===== config.mk =====
export PLATFORM = sky130hd
export DESIGN_NAME = vx_ag_tcu_mx_scale
export DESIGN_NICKNAME = d
export VERILOG_FILES = /design/src/rtl/vx_ag_tcu_mx_scale_pkg.sv /design/src/rtl/vx_ag_tcu_mx_scale_lane.sv /design/src/rtl/vx_ag_tcu_mx_scale.sv
export SDC_FILE = /design/constraint.sdc
export NUM_CORES = 1
export LEC_CHECK = 0
export ABC_CLOCK_PERIOD_IN_PS = 4059
export BUFFER_PORTS_ARGS = -buffer_cell sky130_fd_sc_hd__buf_2
export CAP_MARGIN = 10
export CORE_MARGIN = 2
export CORE_UTILIZATION = 55
export DETAILED_ROUTE_END_ITERATION = 16
export GPL_TIMING_DRIVEN = 0
export PLACE_DENSITY = 0.8
export SYNTH_ARGS = -nofsm -noshare
export SYNTH_HDL_FRONTEND = slang
export SYNTH_SLANG_ARGS = --single-unit

===== constraint.sdc =====
create_clock -name clk -period 4.06 [get_ports clk]
set_input_delay 0.406 -clock clk [delete_from_list [all_inputs] [get_ports clk]]
set_output_delay 0.406 -clock clk [all_outputs]
set_load 0.01 [all_outputs]

===== src/rtl/vx_ag_tcu_mx_scale_pkg.sv =====
// -----------------------------------------------------------------------------
// VX_ag_tcu_pkg
// Shared definitions for the AG tensor core unit block-scale logic.
//   ag_scale_mode_e : operation selected per beat (PRODUCT / PASS_A / GROUP_MAX)
//   E8M0_*          : E8M0 exponent encodings (NaN, largest finite value, bias)
//   decode_mode     : maps the raw 2-bit request mode onto the enum; the
//                     reserved encoding falls back to PRODUCT
// -----------------------------------------------------------------------------
package VX_ag_tcu_pkg;

  typedef enum logic [1:0] {
    AG_SCALE_PRODUCT   = 2'd0,
    AG_SCALE_PASS_A    = 2'd1,
    AG_SCALE_GROUP_MAX = 2'd2
  } ag_scale_mode_e;

  localparam logic [7:0] E8M0_NAN        = 8'hFF;
  localparam logic [7:0] E8M0_MAX_FINITE = 8'd254;
  localparam int         E8M0_BIAS       = 127;

  function automatic ag_scale_mode_e decode_mode(input logic [1:0] i_raw);
    ag_scale_mode_e w_mode;
    case (i_raw)
      2'd1:    w_mode = AG_SCALE_PASS_A;
      2'd2:    w_mode = AG_SCALE_GROUP_MAX;
      default: w_mode = AG_SCALE_PRODUCT;
    endcase
    return w_mode;
  endfunction

endpackage


===== src/rtl/vx_ag_tcu_mx_scale_lane.sv =====
// -----------------------------------------------------------------------------
// vx_ag_tcu_mx_scale_lane
// Combinational arithmetic for one E8M0 scale lane, split across the two
// pipeline stages of the parent block.
//   Front half (before S1): i_a, i_b, i_pass_a -> o_sum (signed, SCALE_W+2),
//                           o_nan (NaN input detected)
//   Back half  (before S2): i_sum, i_nan (registered front-half results),
//                           i_fold (GROUP_MAX beat), i_acc_max/i_acc_nan/
//                           i_acc_sat (running group state)
//                           -> o_res, o_res_nan, o_res_sat
// -----------------------------------------------------------------------------
module vx_ag_tcu_mx_scale_lane
  import VX_ag_tcu_pkg::*;
#(
  parameter int SCALE_W = 8,
  parameter int BIAS    = E8M0_BIAS
) (
  input  logic [SCALE_W-1:0]        i_a,
  input  logic [SCALE_W-1:0]        i_b,
  input  logic                      i_pass_a,
  output logic signed [SCALE_W+1:0] o_sum,
  output logic                      o_nan,
  input  logic signed [SCALE_W+1:0] i_sum,
  input  logic                      i_nan,
  input  logic                      i_fold,
  input  logic [SCALE_W-1:0]        i_acc_max,
  input  logic                      i_acc_nan,
  input  logic                      i_acc_sat,
  output logic [SCALE_W-1:0]        o_res,
  output logic                      o_res_nan,
  output logic                      o_res_sat
);

  localparam int SW = SCALE_W + 2;
  localparam logic [SCALE_W-1:0] NAN_L = {SCALE_W{1'b1}};
  localparam logic [SCALE_W-1:0] MAX_L = {{(SCALE_W-1){1'b1}}, 1'b0};

  logic signed [SW-1:0] w_a_ext;
  logic signed [SW-1:0] w_b_ext;
  logic signed [SW-1:0] w_bias;
  logic signed [SW-1:0] w_max_ext;
  logic [SCALE_W-1:0]   w_clamp;
  logic                 w_sat;

  // Two guard bits keep a + b - BIAS exact: the range is -BIAS .. 2*MAX+2-BIAS.
  assign w_a_ext   = $signed({2'b00, i_a});
  assign w_b_ext   = $signed({2'b00, i_b});
  assign w_bias    = SW'(BIAS);
  assign w_max_ext = $signed({2'b00, MAX_L});

  // In PASS_A the B operand is ignored entirely, including its NaN encoding.
  assign o_sum = i_pass_a ? w_a_ext : (w_a_ext + w_b_ext - w_bias);
  assign o_nan = (i_a == NAN_L) || (!i_pass_a && (i_b == NAN_L));

  // NaN wins over clamping and never reports saturation.
  always_comb begin
    w_clamp = i_sum[SCALE_W-1:0];
    w_sat   = 1'b0;
    if (i_nan) begin
      w_clamp = NAN_L;
    end else if (i_sum > w_max_ext) begin
      w_clamp = MAX_L;
      w_sat   = 1'b1;
    end else if (i_sum[SW-1]) begin
      w_clamp = '0;
      w_sat   = 1'b1;
    end
  end

  // Group fold: the accumulator starts at 0, so folding a fresh group is the
  // same as the plain product. NaN (all ones) naturally dominates the max.
  assign o_res     = (i_fold && (i_acc_max > w_clamp)) ? i_acc_max : w_clamp;
  assign o_res_nan = i_nan | (i_fold & i_acc_nan);
  assign o_res_sat = w_sat | (i_fold & i_acc_sat);

endmodule


===== src/rtl/vx_ag_tcu_mx_scale.sv =====
// -----------------------------------------------------------------------------
// vx_ag_tcu_mx_scale
// Multi-lane pipelined E8M0 shared-scale combiner for the AG tensor core unit.
// Two register stages (S1: raw sums / NaN / mode, S2: clamped+folded result)
// behind a bubble-collapsing valid/ready stream.
//   clk, reset (async, active-low)
//   in_valid/in_ready, in_mode, in_last, in_scale_a, in_scale_b, in_tag
//   out_valid/out_ready, out_scale, out_nan, out_sat, out_tag
// Lane g occupies bits [g*SCALE_W +: SCALE_W] of the packed scale buses.
// -----------------------------------------------------------------------------
module vx_ag_tcu_mx_scale
  import VX_ag_tcu_pkg::*;
#(
  parameter int NUM_CH  = 4,
  parameter int SCALE_W = 8,
  parameter int BIAS    = E8M0_BIAS,
  parameter int TAG_W   = 16
) (
  input  logic                        clk,
  input  logic                        reset,
  input  logic                        in_valid,
  output logic                        in_ready,
  input  logic [1:0]                  in_mode,
  input  logic                        in_last,
  input  logic [NUM_CH*SCALE_W-1:0]   in_scale_a,
  input  logic [NUM_CH*SCALE_W-1:0]   in_scale_b,
  input  logic [TAG_W-1:0]            in_tag,
  output logic                        out_valid,
  input  logic                        out_ready,
  output logic [NUM_CH*SCALE_W-1:0]   out_scale,
  output logic [NUM_CH-1:0]           out_nan,
  output logic [NUM_CH-1:0]           out_sat,
  output logic [TAG_W-1:0]            out_tag
);

  localparam int SW = SCALE_W + 2;

  ag_scale_mode_e w_in_mode;
  logic           w_in_pass_a;
  logic           w_in_fire;
  logic           w_s2_free;
  logic           w_s1_group_mid;
  logic           w_s1_fold;
  logic           w_s1_adv;

  logic [NUM_CH-1:0][SW-1:0]      w_sum;
  logic [NUM_CH-1:0]              w_nan;
  logic [NUM_CH-1:0][SCALE_W-1:0] w_res;
  logic [NUM_CH-1:0]              w_res_nan;
  logic [NUM_CH-1:0]              w_res_sat;

  logic                           r_run;
  logic                           r_s1_valid;
  ag_scale_mode_e                 r_s1_mode;
  logic                           r_s1_last;
  logic [TAG_W-1:0]               r_s1_tag;
  logic [NUM_CH-1:0][SW-1:0]      r_s1_sum;
  logic [NUM_CH-1:0]              r_s1_nan;

  logic                           r_out_valid;
  logic [NUM_CH-1:0][SCALE_W-1:0] r_out_scale;
  logic [NUM_CH-1:0]              r_out_nan;
  logic [NUM_CH-1:0]              r_out_sat;
  logic [TAG_W-1:0]               r_out_tag;

  logic [NUM_CH-1:0][SCALE_W-1:0] r_acc_max;
  logic [NUM_CH-1:0]              r_acc_nan;
  logic [NUM_CH-1:0]              r_acc_sat;

  assign w_in_mode   = decode_mode(in_mode);
  assign w_in_pass_a = (w_in_mode == AG_SCALE_PASS_A);

  // A non-last GROUP_MAX beat only touches the accumulators, so it may leave
  // S1 even while S2 is holding a result the consumer has not taken.
  assign w_s2_free      = !r_out_valid || out_ready;
  assign w_s1_fold      = (r_s1_mode == AG_SCALE_GROUP_MAX);
  assign w_s1_group_mid = w_s1_fold && !r_s1_last;
  assign w_s1_adv       = r_s1_valid && (w_s2_free || w_s1_group_mid);

  // r_run keeps in_ready low until the first clock after reset is released.
  assign in_ready  = r_run && (!r_s1_valid || w_s1_adv);
  assign w_in_fire = in_valid && in_ready;

  for (genvar g = 0; g < NUM_CH; g++) begin : g_lane
    vx_ag_tcu_mx_scale_lane #(
      .SCALE_W (SCALE_W),
      .BIAS    (BIAS)
    ) u_lane (
      .i_a       (in_scale_a[g*SCALE_W +: SCALE_W]),
      .i_b       (in_scale_b[g*SCALE_W +: SCALE_W]),
      .i_pass_a  (w_in_pass_a),
      .o_sum     (w_sum[g]),
      .o_nan     (w_nan[g]),
      .i_sum     (r_s1_sum[g]),
      .i_nan     (r_s1_nan[g]),
      .i_fold    (w_s1_fold),
      .i_acc_max (r_acc_max[g]),
      .i_acc_nan (r_acc_nan[g]),
      .i_acc_sat (r_acc_sat[g]),
      .o_res     (w_res[g]),
      .o_res_nan (w_res_nan[g]),
      .o_res_sat (w_res_sat[g])
    );
  end

  always_ff @(posedge clk or negedge reset) begin
    if (!reset) begin
      r_run <= 1'b0;
    end else begin
      r_run <= 1'b1;
    end
  end

  // S1: capture raw per-lane sums, NaN detect and the decoded mode.
  always_ff @(posedge clk or negedge reset) begin
    if (!reset) begin
      r_s1_valid <= 1'b0;
      r_s1_mode  <= AG_SCALE_PRODUCT;
      r_s1_last  <= 1'b0;
      r_s1_tag   <= '0;
      r_s1_sum   <= '0;
      r_s1_nan   <= '0;
    end else if (w_in_fire) begin
      r_s1_valid <= 1'b1;
      r_s1_mode  <= w_in_mode;
      r_s1_last  <= in_last;
      r_s1_tag   <= in_tag;
      r_s1_sum   <= w_sum;
      r_s1_nan   <= w_nan;
    end else if (w_s1_adv) begin
      r_s1_valid <= 1'b0;
    end
  end

  // S2 and group accumulators. Output data only changes when a result-producing
  // beat moves in, which requires S2 to be free, so held data stays stable.
  always_ff @(posedge clk or negedge reset) begin
    if (!reset) begin
      r_out_valid <= 1'b0;
      r_out_scale <= '0;
      r_out_nan   <= '0;
      r_out_sat   <= '0;
      r_out_tag   <= '0;
      r_acc_max   <= '0;
      r_acc_nan   <= '0;
      r_acc_sat   <= '0;
    end else if (w_s1_adv) begin
      if (w_s1_group_mid) begin
        r_acc_max <= w_res;
        r_acc_nan <= w_res_nan;
        r_acc_sat <= w_res_sat;
        if (w_s2_free) begin
          r_out_valid <= 1'b0;
        end
      end else begin
        r_out_valid <= 1'b1;
        r_out_scale <= w_res;
        r_out_nan   <= w_res_nan;
        r_out_sat   <= w_res_sat;
        r_out_tag   <= r_s1_tag;
        if (w_s1_fold) begin
          r_acc_max <= '0;
          r_acc_nan <= '0;
          r_acc_sat <= '0;
        end
      end
    end else if (w_s2_free) begin
      r_out_valid <= 1'b0;
    end
  end

  assign out_valid = r_out_valid;
  assign out_scale = r_out_scale;
  assign out_nan   = r_out_nan;
  assign out_sat   = r_out_sat;
  assign out_tag   = r_out_tag;

endmodule


==> key figures, run 1 <==
Run status
  • Result of the run: complete, no violations

Power and ir drop
  • Maximum resistive drop on vdd: roughly 0.3 mV
  • Reported leakage power: 0.00569 uW
  • P per Cell Area: 552 mW/mm^2
  • PnR Total Power: 6310 uW

Global routing
  • Number of global-route vias before repair: roughly 8.1k
  • Maximum number of pins on one net before global-route repair: between 80 and 90
  • Global-route wire length before repair: roughly 40,000 um
  • Remaining Overflow, GRT: 0
  • Total GRT Usage: 0.272
  • Antenna violations before repair: 0

Finish
  • Diode insertion count for antenna repair: 0
  • Most common cell after layout, fill and taps aside: sky130_fd_sc_hd__dfrtp_1
  • Layout cell share with drive strength beyond 1: 0.173
  • Commonest cells after routing, fill and taps aside: sky130_fd_sc_hd__dfrtp_1, sky130_fd_sc_hd__buf_2, sky130_fd_sc_hd__nand2_1
  • Fin nets: roughly 1.4k
  • Layout-stage area growth over the synthesis result: 16.1%

Drt
  • Highest routing layer actually used: met4
  • Number of DRC markers after the initial detailed-route iteration: between 600 and 700
  • Met3 wire len: 1260 um
  • Vias post-DR: between 8k and 9k
  • Post-detailed-route via-to-cell ratio: between 5 and 6
  • Post-Route WL: ~25,000 um
  • Routed wire length on met2: 11,500 um
  • Initial DRT Pass Iterations: 5
  • Met1 wire length: approximately 12,000 um
  • Remaining routing DRC violations: 0
  • Final antenna-violating net count: 0
  • Avg WL per Cell: 17.2 um

Die
  • Standard-cell rows: 48
  • Die height: 138 um
  • Boundary Pins: ~150
  • Initial standard-cell utilization of the core: 0.565
  • Overall die width: around 140 um
  • Die Footprint: ~0.019 mm^2
  • Placeable core area: 0.0174 mm^2

Worst setup path
  • Number of cell instances on the worst register-to-register path: 15
  • Critical Path Source Type: flip-flop
  • Crit path required time: between 4 and 5 ns
  • Worst reg2reg setup slack: 0.45 ns
  • Endpoint of the lowest-slack register-to-register path: r_acc_max[3]
  • Top fanout value on the critical path: 10
  • Worst Setup End Kind: flip-flop
  • Launch point of the worst reg-to-reg path: r_s1_sum[9]
  • Worst endpoint data arrival time: between 3 and 4 ns
  • Critical path class: flip-flop to flip-flop

Clocking
  • Post-CTS setup buffers: 0
  • Sinks on the clock net: between 150 and 200
  • Master cell of the clock root buffer: sky130_fd_sc_hd__clkbuf_16
  • Clock Latency Late Sink: roughly 0.42 ns
  • PostCTS Resize Cnt: 0
  • Number of clock buffers inserted by TritonCTS: 17
  • Maximum level of the CTS H-tree: 4
  • Deepest clock path buffer count: 2
  • CTS clk-pin slew, worst paths: roughly 0.06 ns
  • TritonCTS clock tree: built

STA
  • Total negative slack for setup checks: 0 ns
  • Final setup viols: 0
  • Fmax achieved: 277 MHz
  • Period minus WS final: 3.61 ns
  • Share of the clock period used by the worst path after layout: 0.889
  • Worst-case clock skew: between 0.006 and 0.007 ns
  • Setup repair after global routing missed its margin: false
  • Count of final hold-check violations: 0
  • Relative slew margins: 0.495
  • Number of max-slew violations in the final report: 0
  • Final critical-path setup slack: approximately 0.45 ns
  • Final hold slack: 0.174 ns
  • Measured slew at the worst slew-check pin: 0.758 ns

Synth
  • Number of cells produced by synthesis: between 1k and 1.5k
  • Leading register cell type out of synthesis: sky130_fd_sc_hd__dfrtp_1
  • Post-synth EDFFs: 0
  • Netlist area before placement: approximately 0.0098 mm^2
  • Most area-consuming cells after synthesis: sky130_fd_sc_hd__dfrtp_1, sky130_fd_sc_hd__ha_1, sky130_fd_sc_hd__nand2_1
  • Share of synthesized area occupied by flip-flops and latches: 0.412
  • Yosys top cell area share: 0.412
  • Count of synthesis-stage warnings from yosys: 0
  • Library cell occupying the most area in the post-synthesis netlist: sky130_fd_sc_hd__dfrtp_1
  • Number of library cell types mapped by synthesis: 63
  • Number of nets produced by synthesis: 1,224
  • FFs w/ async S/R, synth: 1.00
  • Mean instance size in the synthesized netlist: 9.24 um^2
  • Flops & latches, synth: 162

Flow run
  • MaxCap Viol Count: 0

Min path
  • Hold depth: 3
  • Hold path start: in_tag[1]
  • Min-delay worst type: primary input to flip-flop
  • WHS Endpoint: r_s1_tag[1]

Placed design
  • Post-Place Setup Slack: 0.562 ns
  • Half-perimeter wire length of the detailed placement result: 19,300 um
  • Final estimated routing congestion in global placement: approximately 0.90
  • Number of port buffers: ~140
power breakdown:
| part | leakage (uW) | switching (uW) | total (uW) | internal (uW) |
|---|---|---|---|---|
| Sequential | 0.00201 | 377 | 2520 | 2150 |
| Clock | 0.000262 | 635 | 1490 | 852 |
| Combinational | 0.00342 | 1280 | 2300 | 1010 |
| Total | 0.00569 | 2290 | 6310 | 4010 |
layer usage:
metal  vias up  global-route usage
li1       4134                   -
met1      4141               0.391
met2       289               0.429
met3        42              0.0368
met4         0              0.0884
met5         -                   0
metrics by stage:
step           instance area, um^2   util  std cells
2_1_floorplan                 9840      -       1065
3_3_place_gp                 10800  0.623       1434
3_5_place_dp                 10900  0.625       1435
4_1_cts                      11400  0.656       1467
5_1_grt                      11400  0.656       1467
6_report                     11400  0.656       1467
area by class of cell:
class                   instances  area (um^2)
fillers                      1470         5980
plain buffers                  45          178
well taps                     225          282
clock buffers                  21          450
flip-flops and latches        162         4050
inverters                      61          229
multi-input cells             797         5380
repair buffers                146          768
clock inverters                10         87.6
critical path, cell delays in order, from the launching register on:
cell	delay, ns
sky130_fd_sc_hd__dfrtp_1	0.32
sky130_fd_sc_hd__clkbuf_1	0.30
sky130_fd_sc_hd__nand2b_1	0.19
sky130_fd_sc_hd__nor3_1	0.07
sky130_fd_sc_hd__nor3_1	0.35
sky130_fd_sc_hd__o21ai_0	0.34
sky130_fd_sc_hd__inv_1	0.12
sky130_fd_sc_hd__ha_1	0.24
sky130_fd_sc_hd__nor2b_1	0.13
sky130_fd_sc_hd__o21a_1	0.16
sky130_fd_sc_hd__o21a_1	0.16
sky130_fd_sc_hd__o21bai_1	0.12
sky130_fd_sc_hd__a21oi_1	0.07
sky130_fd_sc_hd__buf_2	0.22
sky130_fd_sc_hd__nor2_1	0.50
sky130_fd_sc_hd__a22o_1	0.24
synth_stat cells (15+ instances only):
cell and n:
sky130_fd_sc_hd__o21bai_1 18, sky130_fd_sc_hd__xnor2_1 28, sky130_fd_sc_hd__nor3_1 19, sky130_fd_sc_hd__o21ai_0 97, sky130_fd_sc_hd__clkbuf_1 40, sky130_fd_sc_hd__a21o_1 17
sky130_fd_sc_hd__dfrtp_1 162, sky130_fd_sc_hd__ha_1 68, sky130_fd_sc_hd__mux2_2 17, sky130_fd_sc_hd__nor2_1 76, sky130_fd_sc_hd__mux2i_1 36, sky130_fd_sc_hd__a22o_1 39
sky130_fd_sc_hd__nand2_1 135, sky130_fd_sc_hd__inv_1 61, sky130_fd_sc_hd__nand3_1 15, sky130_fd_sc_hd__nand4_1 31, sky130_fd_sc_hd__a21oi_1 53
cells by family (layout without fill, tap and decap cells):
group | Yosys count | in the layout | synth area share
multiplexers | 53 | 53 | 0.0560
flip-flops | 162 | 162 | 0.412
buffers and inverters | 106 | 283 | 0.0413
adder cells (fa/ha/maj) | 72 | 72 | 0.0946
XOR/XNOR | 44 | 44 | 0.0407
other | 1 | 1 | 0.000381
AND/OR/NAND/NOR | 331 | 331 | 0.155
AO/OA/AOI/OAI | 296 | 296 | 0.201
timing repair:
| action | 4_1_cts | 5_1_grt |
|---|---|---|
| endpoints found under the setup margin | 0 | 0 |
| hold buffers | 1 | 0 |
| endpoints found under the hold margin | 75 | 0 |
state kept, by name, indices dropped and copies added (netlist names):
signal	cells
out_scale	32
r_s1_sum	40
r_s1_last	1
r_s1_nan	4
r_acc_nan	4
out_valid	1
r_s1_valid	1
out_nan	4
r_s1_mode	2
out_sat	4
out_tag	16
r_s1_tag	16
r_run	1
r_acc_sat	4
r_acc_max	32
worst max-delay path by stage:
| stage | start | slack (ns) | to |
|---|---|---|---|
| floorplan | r_s1_sum[39] | 1.15 | r_acc_max[25] |
| global placement | reset | 0.16 | r_s1_tag[6] |
| detailed placement | r_s1_sum[9] | 0.56 | r_acc_max[3] |
| CTS | r_s1_sum[39] | 0.46 | r_acc_max[25] |
| global route | r_s1_sum[39] | 0.07 | r_acc_max[30] |
| finish | r_s1_sum[9] | 0.45 | r_acc_max[3] |
No activity file was read; power rests on OpenSTA's default activity.
==> inputs of run 2 (changes only) <==
--- a/config.mk
+++ b/config.mk
@@ -11,7 +11,6 @@
 export CORE_MARGIN = 2
 export CORE_UTILIZATION = 55
 export DETAILED_ROUTE_END_ITERATION = 16
-export GPL_TIMING_DRIVEN = 0
 export PLACE_DENSITY = 0.8
 export SYNTH_ARGS = -nofsm -noshare
 export SYNTH_HDL_FRONTEND = slang
==> run 2 against run 1 <==
Compared with the run above: worst setup slack lost 0.0093 ns; wire length shrank 9.4%; first-iteration DRC count grew 26%; core utilization shrank 0.32 points; non-clock buffer count shrank 39; critical endpoint is now r_acc_max[23]; largest cell class unchanged; count of clock-buffer cells in the layout shrank 3.
==> key figures, run 2 (synthesis gave the netlist of run 1 again) <==
Worst setup path
  • Crit path required time: 4.42 ns (about the same)
  • Number of cells on the critical path: 14 (-1)
  • Largest delay contributor family on the critical path: compound AO/OA/AOI/OAI gates
  • Sequence of cells on the critical path: nor4_1, a21o_1, a21oi_1, o21ai_0, inv_1, ha_1, nor2b_1, o21a_1, o21ai_0, a21oi_1, o221ai_1, buf_4, o21ai_1, a22o_1
  • Number of cell instances on the worst register-to-register path: 14 (-1)
  • Top fanout value on the critical path: 12 (+2)
  • Library cell contributing the largest single delay on the critical path: sky130_fd_sc_hd__o21ai_1
  • Launch point of the worst reg-to-reg path: r_s1_sum[29]
  • Critical Path Source Type: flip-flop
  • Critical path class: flip-flop to flip-flop
  • Crit path launch: r_s1_sum[29]
  • Worst endpoint data arrival time: 3.97 ns (about the same)
  • Slowest stage delay, CP: 0.56 ns (+0.06 ns)
  • Worst Setup End Kind: flip-flop
  • Number of buffer and inverter instances along the worst setup path: 2 (-1)

Finish
  • Register with the most flip-flops: r_s1_sum
  • Flip-flop count of the largest register, all copies and words added: 40 (unchanged)
  • Final instance area: 0.0114 mm^2 (-0.49%)
  • Layout cell share with drive strength beyond 1: 0.189 (+0.0154)
  • Fill cells: 1,439 (-2.1%)
  • Layout-stage area growth over the synthesis result: 15.6%
  • Core utilization of the finished layout: 0.653 (-0.00323)
  • Most common cell after layout, fill and taps aside: sky130_fd_sc_hd__dfrtp_1
  • Commonest cells after routing, fill and taps aside: sky130_fd_sc_hd__dfrtp_1, sky130_fd_sc_hd__buf_2, sky130_fd_sc_hd__nand2_1
  • Fin nets: 1,350 (-2.8%)

STA
  • Final critical-path setup slack: 0.442 ns (-0.00928 ns)
  • Setup repair after global routing missed its margin: false
  • Fmax achieved: 276 MHz (-0.26%)
  • Total negative slack for setup checks: 0 ns (unchanged)
  • Worst-case clock skew: 0.00929 ns (+0.00300 ns)
  • Number of max-slew violations in the final report: 0 (unchanged)
  • Final setup viols: 0 (unchanged)
  • Relative slew margins: 0.390 (-0.105)
  • Period minus WS final: 3.62 ns (+0.00928 ns)
  • Count of final hold-check violations: 0 (unchanged)
  • Measured slew at the worst slew-check pin: 0.914 ns (+0.157 ns)
  • Share of the clock period used by the worst path after layout: 0.891 (+0.00229)

Die
  • Placeable core area: 0.0174 mm^2 (unchanged)
  • Die Footprint: 0.0190 mm^2 (unchanged)
  • Boundary Pins: 145 (unchanged)
  • Die height: 138 um (unchanged)
  • Standard-cell rows: 48 (unchanged)
  • Initial standard-cell utilization of the core: 0.565 (unchanged)
  • Overall die width: 138 um (unchanged)

Power and ir drop
  • Fraction of power consumed by the clock network: 0.256 (+0.020)
  • P per Cell Area: 565 mW/mm^2 (+2.4%)
  • Sequential group share of total power: 0.395 (-0.005)
  • Combinational power share: 0.348 (-0.016)
  • Net switching power figure: 2330 uW (+1.4%)
  • Cell internal power dissipation: 4100 uW (+2.1%)
  • PnR Total Power: 6420 uW (+1.9%)
  • Reported leakage power: 0.00569 uW (-0.15%)
  • Switch share: 0.362 (-0.00153)
  • Maximum resistive drop on vdd: 0.270 mV (-10%)

Global routing
  • Remaining Overflow, GRT: 0 (unchanged)
  • Antenna violations before repair: 1 (+1)
  • Maximum number of pins on one net before global-route repair: 99 (+13%)
  • Total GRT Usage: 0.250 (-0.0226)
  • Number of global-route vias before repair: 7,647 (-5.5%)
  • Global-route wire length before repair: 37,800 um (-6.7%)

Drt
  • Avg WL per Cell: 15.9 um (-7.0%)
  • Remaining routing DRC violations: 0 (unchanged)
  • Final antenna-violating net count: 0 (unchanged)
  • Post-detailed-route via-to-cell ratio: 5.78 (-1.5%)
  • Initial DRT Pass Iterations: 5 (unchanged)
  • Vias post-DR: 8,265 (-4.0%)
  • Post-Route WL: 22,800 um (-9.4%)
  • Number of DRC markers after the initial detailed-route iteration: 766 (+26%)

Clocking
  • CTS clk-pin slew, worst paths: 0.07 ns (about the same)
  • Maximum level of the CTS H-tree: 4 (unchanged)
  • Sinks on the clock net: 162 (unchanged)
  • Count of hold buffers inserted by post-cts repair: 0 (-1)
  • Clock Latency Late Sink: 0.42 ns (about the same)
  • Deepest clock path buffer count: 2 (unchanged)
  • Number of clock buffers inserted by TritonCTS: 17 (unchanged)
  • Master cell of the clock root buffer: sky130_fd_sc_hd__clkbuf_16
  • TritonCTS clock tree: built

Placed design
  • Placed instance area: 0.0108 mm^2 (-1.2%)
  • Post-Place Setup Slack: 0.305 ns (-0.257 ns)
  • Final estimated routing congestion in global placement: 0.892 (-0.83%)
  • Half-perimeter wire length of the detailed placement result: 17,100 um (-11%)
  • Number of port buffers: 144 (unchanged)

Min path
  • Min-delay worst type: primary input to async pin

Run status
  • Result of the run: complete, no violations

Flow run
  • MaxCap Viol Count: 0 (unchanged)
-- run 2: cell count changes in the layout (fill, tap and decap cells not counted), moves of 4 or more --
cell and change:
sky130_fd_sc_hd__inv_6 +4, sky130_fd_sc_hd__buf_4 +6, sky130_fd_sc_hd__clkbuf_1 -43, sky130_fd_sc_hd__buf_2 -4, sky130_fd_sc_hd__clkinv_2 -4
-- run 2: layout make-up --
type | count | area [um^2] | share of cell area
Multi-Input combinational cell | 797 | 5400 | 0.475
Sequential cell | 162 | 4050 | 0.356
Timing Repair Buffer | 152 | 800 | 0.0703
Clock buffer | 18 | 439 | 0.0386
Tap cell | 225 | 282 | 0.0247
Inverter | 61 | 229 | 0.0201
Clock inverter | 14 | 169 | 0.0148
Antenna cell | 1 | 2.50 | 0.000220
-- run 2: stage by stage --
step	hold WS, ns	std cells
2_1_floorplan	0.110	1065
3_3_place_gp	0.454	1397
3_5_place_dp	0.460	1397
4_1_cts	0.120	1429
5_1_grt	0.156	1429
6_report	0.0683	1430
-- run 2: worst paths after layout --
kind                            endpoint  slack, ns
min reg2reg                 r_s1_tag[13]       0.47
max reg2reg                r_acc_max[23]       0.44
max                        r_acc_max[23]       0.44
min in group clk             r_s1_tag[6]       0.17
max in group asynchronous    r_s1_tag[1]       3.13
min                           out_nan[2]       0.07
-- run 2: per-layer routing --
layer,wire [um],global-route usage
met1,11800,0.400
met2,9650,0.358
met3,1180,0.0316
met4,217,0.0578
met5,0,0
-- run 2: power groups by stage --
stage                     clock network, uW  registers [uW]  logic [uW]
final                                  1650            2540        2240
after global routing                   1730            2610        2530
after CTS                              1670            2530        2230
after detailed placement                  0            2550        2210
after global placement                    0            2530        2130
after floorplan                           0            2560        1440
-- run 2: worst register-to-register path: stages, from the launching register on --
cell,delay (ns)
sky130_fd_sc_hd__dfrtp_1,0.48
sky130_fd_sc_hd__nor4_1,0.51
sky130_fd_sc_hd__a21o_1,0.22
sky130_fd_sc_hd__a21oi_1,0.14
sky130_fd_sc_hd__o21ai_0,0.21
sky130_fd_sc_hd__inv_1,0.09
sky130_fd_sc_hd__ha_1,0.30
sky130_fd_sc_hd__nor2b_1,0.14
sky130_fd_sc_hd__o21a_1,0.11
sky130_fd_sc_hd__o21ai_0,0.06
sky130_fd_sc_hd__a21oi_1,0.15
sky130_fd_sc_hd__o221ai_1,0.14
sky130_fd_sc_hd__buf_4,0.21
sky130_fd_sc_hd__o21ai_1,0.56
sky130_fd_sc_hd__a22o_1,0.24
-- run 2: what timing repair did --
| action | CTS | global route |
|---|---|---|
| gates resized for setup | 0 | 3 |
| endpoints found under the setup margin | 0 | 24 |
| buffers inserted | 0 | 0 |
==> inputs of run 3 (changes only) <==
--- a/config.mk
+++ b/config.mk
@@ -12,6 +12,8 @@
 export CORE_UTILIZATION = 55
 export DETAILED_ROUTE_END_ITERATION = 16
 export PLACE_DENSITY = 0.8
+export RECOVER_POWER = 100
+export REMOVE_ABC_BUFFERS = 1
 export SYNTH_ARGS = -nofsm -noshare
 export SYNTH_HDL_FRONTEND = slang
 export SYNTH_SLANG_ARGS = --single-unit
==> run 3 against run 2 <==
Compared with the run above: the run now ends with max-capacitance violations, max-slew violations left; hold slack better by 0.090 ns; first-iteration DRC count is 48% lower; clock skew is 0.0028 ns lower; final cell count stayed put; critical path depth stayed put; worst setup slack worse by 0.010 ns; sequential share of layout area is 0.48 points higher; count of clock-buffer cells in the layout is 4 higher.
==> key figures, run 3 (synthesis gave the netlist of run 1 again) <==
Finish
  • Register with the most flip-flops: r_s1_sum
  • Reg area: 0.00405 mm^2 (unchanged)
  • Most common cell after layout, fill and taps aside: sky130_fd_sc_hd__dfrtp_1
  • Fin nets: 1,351 (+0.074%)
  • Diode insertion count for antenna repair: 0 (-1)
  • Layout-stage area growth over the synthesis result: 14.0%
  • Commonest cells after routing, fill and taps aside: sky130_fd_sc_hd__dfrtp_1, sky130_fd_sc_hd__nand2_1, sky130_fd_sc_hd__o21ai_0
  • Core utilization of the finished layout: 0.645 (-0.00862)
  • Layout cell share with drive strength beyond 1: 0.130 (-0.0582)
  • Fill cells: 1,508 (+4.8%)
  • Total area of multi-input combinational cells: 0.00540 mm^2 (about the same)
  • Final instance area: 0.0112 mm^2 (-1.3%)
  • Flip-flop count of the largest register, all copies and words added: 40 (unchanged)

Drt
  • Post-Route WL: 22,500 um (-1.1%)
  • Vias post-DR: 8,208 (-0.69%)
  • Number of DRC markers after the initial detailed-route iteration: 398 (-48%)
  • Post-detailed-route via-to-cell ratio: 5.74 (-0.69%)
  • Remaining routing DRC violations: 0 (unchanged)
  • Final antenna-violating net count: 0 (unchanged)
  • Avg WL per Cell: 15.8 um (-1.1%)
  • Initial DRT Pass Iterations: 4 (-1)

Power and ir drop
  • Cell internal power dissipation: 4020 uW (-1.9%)
  • PnR Total Power: 6240 uW (-2.9%)
  • Switch share: 0.356 (-0.00665)
  • Net switching power figure: 2220 uW (-4.7%)
  • Fraction of power consumed by the clock network: 0.252 (-0.004)
  • Combinational power share: 0.342 (-0.006)
  • Maximum resistive drop on vdd: 0.314 mV (+16%)
  • Reported leakage power: 0.00546 uW (-4.0%)
  • P per Cell Area: 556 mW/mm^2 (-1.6%)
  • Sequential group share of total power: 0.406 (+0.011)

Worst setup path
  • Critical path class: flip-flop to flip-flop
  • Worst endpoint data arrival time: 3.99 ns (+0.02 ns)
  • Crit path required time: 4.42 ns (about the same)
  • Worst reg2reg setup slack: 0.43 ns (about the same)
  • Endpoint of the lowest-slack register-to-register path: r_acc_max[22]
  • Critical Path Source Type: flip-flop
  • Launch point of the worst reg-to-reg path: r_s1_sum[29]
  • Top fanout value on the critical path: 12 (unchanged)
  • Number of cell instances on the worst register-to-register path: 14 (unchanged)
  • Worst Setup End Kind: flip-flop

Global routing
  • Global-route wire length before repair: 37,500 um (-0.68%)
  • Number of global-route vias before repair: 8,030 (+5.0%)
  • Antenna violations before repair: 0 (-1)
  • Total GRT Usage: 0.248 (-0.00185)
  • Maximum number of pins on one net before global-route repair: 108 (+9.1%)
  • Remaining Overflow, GRT: 0 (unchanged)

Clocking
  • Clock Latency Late Sink: 0.43 ns (about the same)
  • CTS clk-pin slew, worst paths: 0.06 ns (about the same)
  • Number of clock buffers inserted by TritonCTS: 17 (unchanged)
  • Post-CTS setup buffers: 0 (unchanged)
  • Sinks on the clock net: 162 (unchanged)
  • PostCTS Resize Cnt: 0 (unchanged)
  • Deepest clock path buffer count: 2 (unchanged)
  • Maximum level of the CTS H-tree: 4 (unchanged)
  • Master cell of the clock root buffer: sky130_fd_sc_hd__clkbuf_16
  • Count of hold buffers inserted by post-cts repair: 0 (unchanged)
  • TritonCTS clock tree: built

Placed design
  • Placed instance area: 0.0108 mm^2 (+0.12%)
  • Number of port buffers: 144 (unchanged)
  • Half-perimeter wire length of the detailed placement result: 16,600 um (-2.9%)
  • Final estimated routing congestion in global placement: 0.877 (-1.7%)

Min path
  • Hold depth: 3
  • WHS Endpoint: r_s1_tag[11]
  • Hold path start: in_tag[11]
  • Min-delay worst type: primary input to flip-flop

Die
  • Die height: 138 um (unchanged)
  • Boundary Pins: 145 (unchanged)
  • Standard-cell rows: 48 (unchanged)
  • Placeable core area: 0.0174 mm^2 (unchanged)
  • Die Footprint: 0.0190 mm^2 (unchanged)
  • Overall die width: 138 um (unchanged)
  • Initial standard-cell utilization of the core: 0.565 (unchanged)

STA
  • Number of max-slew violations in the final report: 206 (+206)
  • Setup repair after global routing missed its margin: false
  • Share of the clock period used by the worst path after layout: 0.894 (+0.00251)
  • Measured slew at the worst slew-check pin: 2.60 ns (+1.69 ns)
  • Final setup viols: 0 (unchanged)
  • Count of final hold-check violations: 0 (unchanged)
  • Relative slew margins: -0.735 (-1.13)
  • Period minus WS final: 3.63 ns (+0.0102 ns)
  • Fmax achieved: 276 MHz (-0.28%)
  • Worst-case clock skew: 0.00648 ns (-0.00281 ns)
  • Total negative slack for setup checks: 0 ns (unchanged)

Run status
  • Result of the run: finished, violations left
  • Violations in the final reports: max-capacitance violations, max-slew violations

Flow run
  • MaxCap Viol Count: 3 (+3)
[run 3: cell types whose count changed in the layout (fill, tap and decap cells not counted), sizes merged]
| cell | delta |
|---|---|
| clkbuf | +71 |
| buf | -66 |
| inv | -7 |
| clkinvlp | +2 |
| clkinv | +1 |
| diode | -1 |
[run 3: per-layer routing]
metal,wire length [um],share of wire,vias up,GRT usage
met5,0,0,-,0
met4,517,0.023,0,0.0862
met3,838,0.037,37,0.0434
met2,11100,0.49,169,0.427
met1,10100,0.45,3939,0.315
li1,-,-,4063,-
[run 3: through the flow]
stage                     hold WS, ns  std cells  setup WS [ns]
after floorplan                 0.110       1020         -0.273
after global placement          0.454       1398          0.498
after detailed placement        0.459       1398          0.355
after CTS                       0.148       1430          0.260
after global routing            0.154       1430          0.109
final                           0.158       1430          0.431
[run 3: cell type report]
cell class	instances	share of cell area
multi-input combinational	797	0.481
clock buffer	22	0.0414
inverter	61	0.0204
sequential	162	0.361
timing repair buffer	153	0.0614
tap	225	0.0251
clock inverter	10	0.00970
[run 3: worst max-delay path: stages (launching register included)]
cell and delay [ns]:
sky130_fd_sc_hd__dfrtp_1 0.49, sky130_fd_sc_hd__nor4_1 0.47, sky130_fd_sc_hd__a21o_1 0.20, sky130_fd_sc_hd__a21oi_1 0.14, sky130_fd_sc_hd__o21ai_0 0.18, sky130_fd_sc_hd__inv_1 0.09
sky130_fd_sc_hd__ha_1 0.30, sky130_fd_sc_hd__nor2b_1 0.13, sky130_fd_sc_hd__o21a_1 0.11, sky130_fd_sc_hd__o21ai_0 0.07, sky130_fd_sc_hd__a21oi_1 0.19, sky130_fd_sc_hd__o221ai_1 0.16
sky130_fd_sc_hd__buf_4 0.25, sky130_fd_sc_hd__o21ai_1 0.54, sky130_fd_sc_hd__a22o_1 0.24
[run 3: worst max-delay path by stage]
stage	from	slack (ns)	to	cells after the start
after global routing	reset	0.11	out_scale[6]	2
after global placement	r_s1_sum[39]	0.50	r_acc_max[29]	13
after CTS	r_s1_sum[19]	0.26	r_acc_max[9]	13
after detailed placement	r_s1_sum[39]	0.36	r_acc_max[29]	13
after floorplan	r_s1_mode[0]	-0.27	out_nan[0]	3
final	r_s1_sum[29]	0.43	r_acc_max[22]	14
[run 3: power by group through the flow]
stage | clock, uW | sequential, uW | combinational, uW
after CTS | 1590 | 2520 | 2220
after detailed placement | 0 | 2540 | 2200
final | 1570 | 2530 | 2130
after global placement | 0 | 2520 | 2110
after floorplan | 0 | 2580 | 1410
after global routing | 1650 | 2610 | 2450
